**src/rtl/ipv4_pkg.sv**
```systemverilog
// Shared IPv4 header types and constants for the header extraction and checksum path.
// The header struct is laid out in network (wire) field order, MSB first.
package ipv4_pkg;

    typedef struct packed {
        logic [3:0]  version;
        logic [3:0]  ihl;
        logic [7:0]  tos;
        logic [15:0] length;
        logic [15:0] id;
        logic [2:0]  flags;
        logic [12:0] frag_offset;
        logic [7:0]  ttl;
        logic [7:0]  protocol;
        logic [15:0] checksum;
        logic [31:0] src_addr;
        logic [31:0] dst_addr;
    } ipv4_hdr_t;

    localparam int unsigned IPV4_MIN_HDR_BYTES = 20;
    localparam logic [3:0]  IPV4_VERSION       = 4'd4;

endpackage

```
**src/rtl/ipv4_header_extract.sv**
```systemverilog
// Assembles the first 20 bytes of each IPv4 packet into a 160-bit header word,
// drops malformed packets and counts emitted headers and drops.
module ipv4_header_extract
    import ipv4_pkg::*;
#(
    parameter int unsigned CNT_WIDTH = 32
) (
    input  logic                 clk,
    input  logic                 sresetn,
    // Packet stream slave
    input  logic [63:0]          pkt_in_tdata_i,
    input  logic [7:0]           pkt_in_tkeep_i,
    input  logic                 pkt_in_tvalid_i,
    input  logic                 pkt_in_tlast_i,
    output logic                 pkt_in_tready_o,
    // Header word master
    output logic [159:0]         ipv4_header_tdata_o,
    output logic [19:0]          ipv4_header_tstrb_o,
    output logic [19:0]          ipv4_header_tkeep_o,
    output logic                 ipv4_header_tvalid_o,
    output logic                 ipv4_header_tlast_o,
    output logic                 ipv4_header_tid_o,
    output logic                 ipv4_header_tdest_o,
    output logic                 ipv4_header_tuser_o,
    // Status
    output logic                 err_short_o,
    output logic                 err_version_o,
    output logic                 err_length_o,
    output logic                 opt_present_o,
    output logic [CNT_WIDTH-1:0] hdr_count_o,
    output logic [CNT_WIDTH-1:0] drop_count_o
);

    typedef enum logic [1:0] {StHdr0, StHdr1, StHdr2, StPayload} state_e;

    localparam logic [CNT_WIDTH-1:0] CntOne = CNT_WIDTH'(1);

    state_e                 state_q;
    logic [159:0]           hdr_q;
    logic [159:0]           out_tdata_q;
    logic                   out_tvalid_q;
    logic                   err_short_q;
    logic                   err_version_q;
    logic                   err_length_q;
    logic                   opt_present_q;
    logic [CNT_WIDTH-1:0]   hdr_count_q;
    logic [CNT_WIDTH-1:0]   drop_count_q;

    ipv4_hdr_t full_hdr;
    logic      bad_version;
    logic      bad_length;
    logic      has_opts;
    logic      tail_short;
    logic      unused_keep;

    // The HDR2 beat completes the header in the same cycle the decision is registered.
    always_comb begin
        full_hdr    = ipv4_hdr_t'({hdr_q[159:32], pkt_in_tdata_i[63:32]});
        bad_version = full_hdr.version != IPV4_VERSION;
        bad_length  = full_hdr.length < 16'(IPV4_MIN_HDR_BYTES);
        has_opts    = full_hdr.ihl > 4'd5;
        tail_short  = pkt_in_tlast_i && (pkt_in_tkeep_i[7:4] != 4'hF);
    end

    assign unused_keep = ^pkt_in_tkeep_i[3:0];

    always_ff @(posedge clk) begin
        if (!sresetn) begin
            state_q       <= StHdr0;
            hdr_q         <= '0;
            out_tdata_q   <= '0;
            out_tvalid_q  <= 1'b0;
            err_short_q   <= 1'b0;
            err_version_q <= 1'b0;
            err_length_q  <= 1'b0;
            opt_present_q <= 1'b0;
            hdr_count_q   <= '0;
            drop_count_q  <= '0;
        end else begin
            out_tvalid_q  <= 1'b0;
            err_short_q   <= 1'b0;
            err_version_q <= 1'b0;
            err_length_q  <= 1'b0;
            opt_present_q <= 1'b0;
            if (pkt_in_tvalid_i) begin
                unique case (state_q)
                    StHdr0: begin
                        hdr_q[159:96] <= pkt_in_tdata_i;
                        if (pkt_in_tlast_i) begin
                            err_short_q  <= 1'b1;
                            drop_count_q <= drop_count_q + CntOne;
                        end else begin
                            state_q <= StHdr1;
                        end
                    end
                    StHdr1: begin
                        hdr_q[95:32] <= pkt_in_tdata_i;
                        if (pkt_in_tlast_i) begin
                            err_short_q  <= 1'b1;
                            drop_count_q <= drop_count_q + CntOne;
                            state_q      <= StHdr0;
                        end else begin
                            state_q <= StHdr2;
                        end
                    end
                    StHdr2: begin
                        hdr_q[31:0] <= pkt_in_tdata_i[63:32];
                        state_q     <= pkt_in_tlast_i ? StHdr0 : StPayload;
                        if (tail_short) begin
                            err_short_q  <= 1'b1;
                            drop_count_q <= drop_count_q + CntOne;
                        end else begin
                            err_version_q <= bad_version;
                            err_length_q  <= bad_length;
                            opt_present_q <= has_opts;
                            if (bad_version || bad_length) begin
                                drop_count_q <= drop_count_q + CntOne;
                            end else begin
                                // Output word only changes on an emit, so it stays stable
                                // while the next packet's first beat is captured.
                                out_tvalid_q <= 1'b1;
                                out_tdata_q  <= full_hdr;
                                hdr_count_q  <= hdr_count_q + CntOne;
                            end
                        end
                    end
                    StPayload: begin
                        if (pkt_in_tlast_i) begin
                            state_q <= StHdr0;
                        end
                    end
                    default: state_q <= StHdr0;
                endcase
            end
        end
    end

    assign pkt_in_tready_o      = 1'b1;
    assign ipv4_header_tdata_o  = out_tdata_q;
    assign ipv4_header_tvalid_o = out_tvalid_q;
    assign ipv4_header_tlast_o  = out_tvalid_q;
    assign ipv4_header_tstrb_o  = '1;
    assign ipv4_header_tkeep_o  = '1;
    assign ipv4_header_tid_o    = 1'b0;
    assign ipv4_header_tdest_o  = 1'b0;
    assign ipv4_header_tuser_o  = 1'b0;
    assign err_short_o          = err_short_q;
    assign err_version_o        = err_version_q;
    assign err_length_o         = err_length_q;
    assign opt_present_o        = opt_present_q;
    assign hdr_count_o          = hdr_count_q;
    assign drop_count_o         = drop_count_q;

endmodule

```
**config.mk**
```make
export PLATFORM = sky130hd
export DESIGN_NAME = ipv4_header_extract
export DESIGN_NICKNAME = d
export VERILOG_FILES = /design/src/rtl/ipv4_pkg.sv /design/src/rtl/ipv4_header_extract.sv
export SDC_FILE = /design/constraint.sdc
export NUM_CORES = 1
export LEC_CHECK = 0
export BUFFER_PORTS_ARGS = -buffer_cell sky130_fd_sc_hd__buf_2
export CAP_MARGIN = 25
export CORE_ASPECT_RATIO = 1.75
export CORE_UTILIZATION = 55
export CTS_BUF_LIST = sky130_fd_sc_hd__clkbuf_8
export DETAILED_ROUTE_END_ITERATION = 8
export PLACE_DENSITY = 0.82
export SLEW_MARGIN = 20
export SYNTH_ARGS = -nofsm -noshare
export SYNTH_HDL_FRONTEND = slang
export SYNTH_SLANG_ARGS = --single-unit
```
**constraint.sdc**
```tcl
create_clock -name clk -period 6.9 [get_ports clk]
set_clock_uncertainty 0.15 [all_clocks]
set_input_delay 0.345 -clock clk [delete_from_list [all_inputs] [get_ports clk]]
set_output_delay 0.345 -clock clk [all_outputs]
set_load 0.01 [all_outputs]
```
* Yosys cells after proc, flatten, opt, wreduce, memory -nomap -nowiden
Index checks and enable logic that the tools add are counted.
Storage, ports and cells: memories kept 0, output and inout port bits 274, bits in writable memories 0, latch bits 0, word-level logic and storage cells 54, input bits 76, bits in registers 359, bits in read-only memories 0
Operators by class: shift-type cells 0, $add $sub $neg 2, reductions and logical operators 12, equality and inequality tests 9, div/mod/pow operators 0, multipliers 0, order comparisons 2, muxes and demuxes 13, bitwise operators 5
Operators with widths (count):
- $mux 32 | 3
- $add 32x1->32 const B | 2
- $pmux 32 s2 | 1
- $lt 16x5->1 const B | 1
- $mux 2 | 4
- $pmux 2 s4 | 1
- $reduce_and 4->1 | 2
- $reduce_and 2->1 | 3
- $not 1->1 | 5
- $eq 2x2->1 const B | 2
- $gt 4x3->1 const B | 1
- $ne 2x2->1 const B | 2
- $ne 4x3->1 const B | 1
- $ne 4x4->1 const B | 1
- $reduce_or 4->1 | 1
- $mux 1 | 3
- $ne 3x3->1 const B | 1
- $reduce_and 3->1 | 1
- $eq 2x1->1 const B | 1
- $logic_not 2->1 | 1
- $ne 2x1->1 const B | 1
- $pmux 1 s2 | 1
- $reduce_bool 2->1 | 1
- $reduce_or 2->1 | 1
- 2 further kinds | 2

* Longest topological paths before layout
Gate-level depths: netlist (run 1).
depth after elaboration 5, gate-level depth with buffers 8, mapped depth without buffers 6

* Worst setup path after synthesis (run 1)
No wires, ideal clock.
kind register to register, start point register hdr_q[159], end point register hdr_count_q[9], in the netlist hdr_count_o[9], path buffers 2, clock period less this slack 2410 ps, setup time 115 ps, slack 4490 ps, cell stages (with the launch flop) 8, required time 6635 ps, arrival 2145 ps, cells stage by stage dfxtp_1 or4b_4 a2111oi_4 buf_6 buf_6 nand4_2 o21a_1 o21a_1
Between the ends: word-level cells in the longest chain between the ends 4
Ends and longest elaborated chain:
- start, declared | line ipv4_header_extract.sv:39 | logic [159:0] hdr_q;
- start signal, assigned | line ipv4_header_extract.sv:88 | hdr_q[159:96] <= pkt_in_tdata_i;
- $ne 4x3->1 | line ipv4_header_extract.sv:59 | bad_version = full_hdr.version != IPV4_VERSION;
- $logic_or 1x1->1 | line ipv4_header_extract.sv:116 | if (bad_version || bad_length) begin
- $not 1->1 (no line)
- $reduce_and 4->1 (no line)
- end signal, assigned | line ipv4_header_extract.sv:123 | hdr_count_q <= hdr_count_q + CntOne;
- end, declared | line ipv4_header_extract.sv:46 | logic [CNT_WIDTH-1:0] hdr_count_q;
Every way passes these cells. A chain may end at the register's enable or synchronous reset.

* Worst setup path after layout (run 1)
start point register hdr_q[159], end point register out_tdata_q[25], in the netlist ipv4_header_tdata_o[25]
Between the ends: word-level cells in the longest chain between the ends 4
Ends and longest elaborated chain:
- $ne 4x3->1 | line ipv4_header_extract.sv:59
- $logic_or 1x1->1 | line ipv4_header_extract.sv:116
- $not 1->1 (no line)
- $reduce_and 4->1 (no line)
- end signal, assigned | line ipv4_header_extract.sv:122 | out_tdata_q <= full_hdr;
- end, declared | line ipv4_header_extract.sv:40 | logic [159:0] out_tdata_q;
Every way passes these cells.

==> impl_metrics.py, run 1 <==
metrics = {
    "outcome": {
        "status": "finished, final reports clean",
    },
    "cells_and_area": {
        "syn2layout_area_growth_pct": 22.7,
        "seqCellArea_um2": 7190,
        "drive_gt1_share_pct": 19.6,
        "fill_cells": 1901,
        "nNetsFinal": 2091,
        "multi_input_area_um2": 5700,
    },
    "clock_tree": {
        "clk_latency_ns": 0.58,
        "htree_levels": 2,
        "cts_buffers": 50,
        "clkSinkCount": 359,
        "root_buffer": "clkbuf_8",
        "cts_tree": "built",
        "clockBufferDepth": 3,
        "clk_pin_slew_ns": 0.07,
    },
    "timing": {
        "tightest_slew_ns": 1.01,
        "setup_violations": 0,
        "setup_ws_ns": 2.91,
        "finalCriticalPeriod_ns": 3.99,
        "finalHoldViolCount": 0,
        "final.period_utilization_pct": 57.8,
        "slew_headroom_pct": 32.7,
        "rsz0062_at_grt": "false",
        "drv_slew": 0,
        "max_freq_ghz": 0.251,
        "setup-tns-final_ns": 0,
    },
    "flow_run": {
        "drv_cap": 0,
    },
    "yosys": {
        "synth_top_area_share_pct": 52.9,
        "synth_commonest_cells": "nand2_1, dfxtp_1, a21oi_1",
        "ys_seq_area_share_pct": 52.9,
        "avgSynthCellArea_um2": 7.98,
        "synth_most_common_cell": "nand2_1",
        "synth-seq-cells": 359,
        "synth_edf_count": 0,
        "yosys.area.top_type": "dfxtp_1",
        "syn_area_um2": 13600,
        "async_reset_ff_share_pct": 0,
        "synth.distinct_cells": 43,
        "netlist_instances": 1702,
        "synth_top_flop_cell": "dfxtp_1",
        "ys_warn_count": 0,
        "yosys-top-cells-area": "dfxtp_1, nand2_1, a21oi_1, buf_4, clkbuf_1",
    },
    "setup_path": {
        "cp_common_cell": "buf_4",
        "startpoint_type": "flip-flop",
        "path_class": "flip-flop to flip-flop",
        "reg2reg_from": "hdr_q[159]",
        "reg2reg_depth": 7,
        "crit_arrival_ns": 4.26,
        "worst_r2r_endpoint": "ipv4_header_tdata_o[25]",
        "worstPathMaxFanout": 87,
        "worst_path_largest_cell_delay_ns": 0.70,
        "worstPathCellList": "or4b_4 > a2111oi_4 > buf_4 > nand3_4 > buf_4 > nand2_1 > a21oi_1",
        "cpMaxStageDelayCell": "nand3_4",
        "worst_setup_path_end_kind": "flip-flop",
        "regToRegSetupSlack_ns": 2.91,
        "required_ns": 7.17,
    },
    "floorplanning": {
        "dieArea_um2": 25300,
        "fp-row-count": 75,
        "io_pins": 350,
        "die_w_um": 121,
        "die_y_um": 210,
        "core_um2": 24100,
        "initial_core_util_pct": 56.3,
    },
    "route": {
        "wire_per_inst_um": 16.0,
        "firstDrtPassIters": 5,
        "routed_via_density": 5.44,
        "ant_nets": 0,
        "vias": 12900,
        "routed_wl_mm": 37.7,
        "drc": 0,
        "drtIter0Drc": 971,
    },
    "place": {
        "place_ws_ns": 2.99,
        "gp_congestion": 0.864,
        "hpwlAfterDp_mm": 22.9,
        "port_buffers": 301,
    },
    "global_routing": {
        "grt_max_degree": 178,
        "grt_pass1_wl_mm": 59.2,
        "grt_antenna_before_repair": 1,
        "gr-usage-all-layers_pct": 28.9,
        "gr-total-overflow": 0,
        "grt_pass1_vias": 12400,
    },
    "min_path": {
        "hold_path_end": "err_short_o",
        "hp-class": "input port to flip-flop",
        "min_path_cells": 3,
        "worstHoldStart": "pkt_in_tvalid_i",
    },
    "pwr": {
        "p_per_area_nw_per_um2": 244,
        "p_leak_uw": 0.00673,
        "peakVddDrop_v": 0.000199,
    },
}
==> through the flow <==
| step | utilization [%] | total power (uW) | hold WS [ns] | std cells | instance area, um^2 |
|---|---|---|---|---|---|
| after CTS | 69.1 | 4100 | 0.00981 | 2359 | 16700 |
| after floorplan | - | 2310 | 0.282 | 1744 | 13700 |
| after global placement | 61.9 | 2360 | 0.287 | 2204 | 14900 |
| final | 69.1 | 4070 | 0.0492 | 2361 | 16700 |
| after global routing | 69.1 | 4220 | 0.0453 | 2360 | 16700 |
| after detailed placement | 61.9 | 2360 | 0.292 | 2204 | 14900 |
==> metal layers <==
metal	share of wire [%]	global-route usage, %
met1	37	30.9
met4	4.4	16.1
met2	51	51.9
met3	7.2	6.39
met5	0	0
==> power breakdown <==
part           total, uW  switching (uW)  internal (uW)
registers           2130            21.3           2110
logic                220             145           75.1
clock network       1720             782            940
total               4070             949           3120
==> cell families after synthesis <==
logic type	count (synthesis)	synth area share, %
fa+ha+maj	2	0.184
mux	9	0.664
other cells	2	0.0553
simple gates	753	23.3
compound gates	382	15.0
buf+inv	174	6.46
xor+xnor	21	1.35
flops	359	52.9
==> critical path: cells and delay by family, from the launching register on <==
family / cells / cell delay [ns]
compound gates: 2 / 0.68
buf+inv: 2 / 1.04
flops: 1 / 0.31
simple gates: 3 / 1.51
==> state kept, by name, summed over array words and instances, names as in the netlist <==
register	cells
state_q	2
drop_count_o	32
opt_present_o	1
hdr_count_o	32
err_version_o	1
err_length_o	1
err_short_o	1
hdr_q	128
ipv4_header_tdata_o	160
ipv4_header_tlast_o	1
==> placed cells by master (no fill, tap or decap), types with 10 or more instances in the layout <==
master | Yosys | final
a21oi_1 | 322 | 322
clkbuf_8 | 0 | 67
xnor2_1 | 20 | 20
nand3_1 | 25 | 22
dlygate4sd3_1 | 0 | 65
buf_2 | 28 | 301
nand2_1 | 598 | 598
dfxtp_1 | 359 | 359
o21ai_0 | 25 | 25
or3_1 | 21 | 21
nand4_1 | 23 | 23
nor2_1 | 36 | 36
conb_1 | 2 | 44
inv_1 | 14 | 30
buf_4 | 46 | 10
==> worst max path at each step <==
stage,cells after the start,slack [ns],start,endpoint
2_1_floorplan,7,4.49,hdr_q[159],hdr_count_o[9]
3_3_place_gp,7,3.04,hdr_q[159],ipv4_header_tdata_o[121]
3_5_place_dp,7,2.99,hdr_q[159],ipv4_header_tdata_o[31]
4_1_cts,7,3.00,hdr_q[159],ipv4_header_tdata_o[23]
5_1_grt,7,2.76,hdr_q[159],ipv4_header_tdata_o[25]
6_report,7,2.91,hdr_q[159],ipv4_header_tdata_o[25]
==> area by class of cell <==
cell class / instances / area share, %
clock inverters: 23 / 0.886
diodes: 2 / 0.0300
flip-flops and latches: 359 / 43.1
clock buffers: 67 / 5.53
inverters: 14 / 0.360
multi-input cells: 1211 / 34.2
well taps: 308 / 2.31
repair buffers: 377 / 13.5
==> timing repair <==
item | 4_1_cts | 5_1_grt
endpoints found under the hold margin | 162 | 0
hold buffers | 65 | 0
resized for setup | 0 | 0
buffers inserted | 0 | 0
No activity file was read; power rests on OpenSTA's default activity.
==> inputs of run 2 (changes only) <==
Clock period 6.9 ns to 4.1 ns, I/O delays scaled along.
==> run 2 against run 1 <==
Net effect: sequential share of layout area shrank 0.20 points; clock-buffer cell count shrank 8; sequential cell count is the same; utilization grew 0.32 points; register-to-register slack lost 2.0 ns; hold slack gained 0.081 ns; largest cell class unchanged; clock power grew 58%; die area is the same; combinational power grew 74%; fmax grew 25%; via count shrank 0.19%; highest routed layer unchanged; first-iteration DRC count shrank 11%.
==> impl_metrics.py, run 2 (same netlist as run 1, synthesis figures left out) <==
metrics = {
    "outcome": {
        "status": "finished, final reports clean",
    },
    "timing": {
        "drv_slew": 0,
        "max_freq_ghz": 0.312,
        "setup-tns-final_ns": 0,
        "final.period_utilization_pct": 78.1,
        "finalHoldViolCount": 0,
        "finalCriticalPeriod_ns": 3.20,
        "setup_violations": 0,
        "slew_headroom_pct": 34.2,
        "tightest_slew_ns": 0.961,
        "rsz0062_at_grt": "false",
    },
    "global_routing": {
        "gr-total-overflow": 0,
        "grt_use_met2_pct": 52.2,
        "gr-usage-all-layers_pct": 28.9,
        "met1_usage_pct": 30.8,
        "grt_busiest_layer": "met2",
        "grt_max_degree": 191,
        "grt_pass1_wl_mm": 58.7,
        "grt_antenna_before_repair": 0,
        "grt_pass1_vias": 12000,
        "grt_use_met3_pct": 6.09,
    },
    "setup_path": {
        "path_class": "flip-flop to flip-flop",
        "startpoint_type": "flip-flop",
        "required_ns": 4.45,
        "worstPathMaxFanout": 12,
        "crit_arrival_ns": 3.55,
        "worst_setup_path_end_kind": "flip-flop",
    },
    "pwr": {
        "internal_power_uw": 5110,
        "fin_total_pwr_uw": 6680,
        "swShare_pct": 23.5,
        "power_frac_seq_pct": 53.7,
        "p_leak_uw": 0.00677,
        "switchingPower_uw": 1570,
        "clock_power_share_pct": 40.6,
        "peakVddDrop_v": 0.000340,
        "p_per_area_nw_per_um2": 399,
        "p_comb_share_pct": 5.7,
    },
    "cells_and_area": {
        "nNetsFinal": 2100,
        "num_antenna_cells": 0,
        "drive_gt1_share_pct": 19.7,
        "final_common_cell": "nand2_1",
        "mostFrequentLayoutCells": "nand2_1, dfxtp_1, a21oi_1",
        "syn2layout_area_growth_pct": 23.3,
        "largest_reg_flops": 160,
    },
    "clock_tree": {
        "clkSinkCount": 359,
        "cts_buffers": 48,
        "clockBufferDepth": 3,
        "clk_latency_ns": 0.57,
        "cts_tree": "built",
        "cts_setup_buffers": 0,
        "root_buffer": "clkbuf_8",
        "htree_levels": 2,
        "clk_pin_slew_ns": 0.07,
    },
    "floorplanning": {
        "io_pins": 350,
        "initial_core_util_pct": 56.3,
        "fp-row-count": 75,
        "die_w_um": 121,
        "die_y_um": 210,
        "core_um2": 24100,
        "dieArea_um2": 25300,
    },
    "route": {
        "routed_via_density": 5.42,
        "drtIter0Drc": 863,
        "ant_nets": 0,
        "firstDrtPassIters": 5,
        "vias": 12800,
        "routed_wl_mm": 37.7,
        "wire_per_inst_um": 15.9,
        "drc": 0,
    },
    "place": {
        "port_buffers": 301,
        "gp_congestion": 0.879,
        "hpwlAfterDp_mm": 23.2,
    },
    "min_path": {
        "hp-class": "input port to flip-flop",
    },
    "flow_run": {
        "drv_cap": 0,
    },
}
run 2: changes by cell type in the layout (fill, tap and decap cells not counted), sizes merged:
| cell | before | now |
|---|---|---|
| buf | 312 | 318 |
| clkbuf | 67 | 59 |
| clkinv | 3 | 9 |
| diode | 2 | 0 |
| dlygate4sd3 | 65 | 70 |
| inv | 32 | 30 |
run 2: final timing paths:
path	start	end	slack [ns]	depth (start not counted)
worst max register to register	hdr_q[159]	hdr_count_o[22]	0.90	6
worst min-delay path	pkt_in_tkeep_i[6]	err_version_o	0.13	5
worst min register to register	hdr_q[84]	ipv4_header_tdata_o[84]	0.29	2
worst max-delay path	hdr_q[159]	hdr_count_o[22]	0.90	6
run 2: area by class of cell:
type,count,area (um^2)
fillers,1905,7380
inverters,14,60.1
repair buffers,388,2430
multi-input cells,1211,5700
clock inverters,27,165
well taps,308,385
clock buffers,59,812
flip-flops and latches,359,7190
run 2: per-stage QoR:
step           cells  setup WS (ns)  hold slack (ns)  utilization (%)  instance area, um^2
3_5_place_dp    2208          0.907            0.290             62.3                15000
6_report        2366          0.899            0.130             69.4                16700
3_3_place_gp    2208          0.974            0.286             62.3                15000
2_1_floorplan   1744           1.69            0.151                -                13700
5_1_grt         2366          0.765            0.151             69.4                16700
4_1_cts         2364          0.899           0.0673             69.3                16700
run 2: layer usage:
| metal | wire (um) | vias up |
|---|---|---|
| met5 | 0 | - |
| met4 | 1890 | 0 |
| met3 | 2660 | 127 |
| met2 | 19200 | 586 |
| met1 | 13900 | 5919 |
| li1 | - | 6194 |
run 2: what timing repair did:
action                                 in CTS  in global routing
gates resized for setup                     0                  0
endpoints found under the hold margin     171                  0
hold buffers                               70                  0
run 2: power by group through the flow:
stage | logic [uW] | registers, uW | clock network (uW)
detailed placement | 318 | 3660 | 0
global route | 415 | 3590 | 2910
global placement | 311 | 3660 | 0
finish | 382 | 3580 | 2710
CTS | 370 | 3580 | 2770
floorplan | 236 | 3650 | 0
run 2: critical path: stages, from the launching register on:
cell and delay [ns]:
dfxtp_1 0.31, or4b_4 0.58, a2111oi_4 0.57, buf_4 0.26, nand4b_1 0.46, or4_1 0.64
a21oi_1 0.16
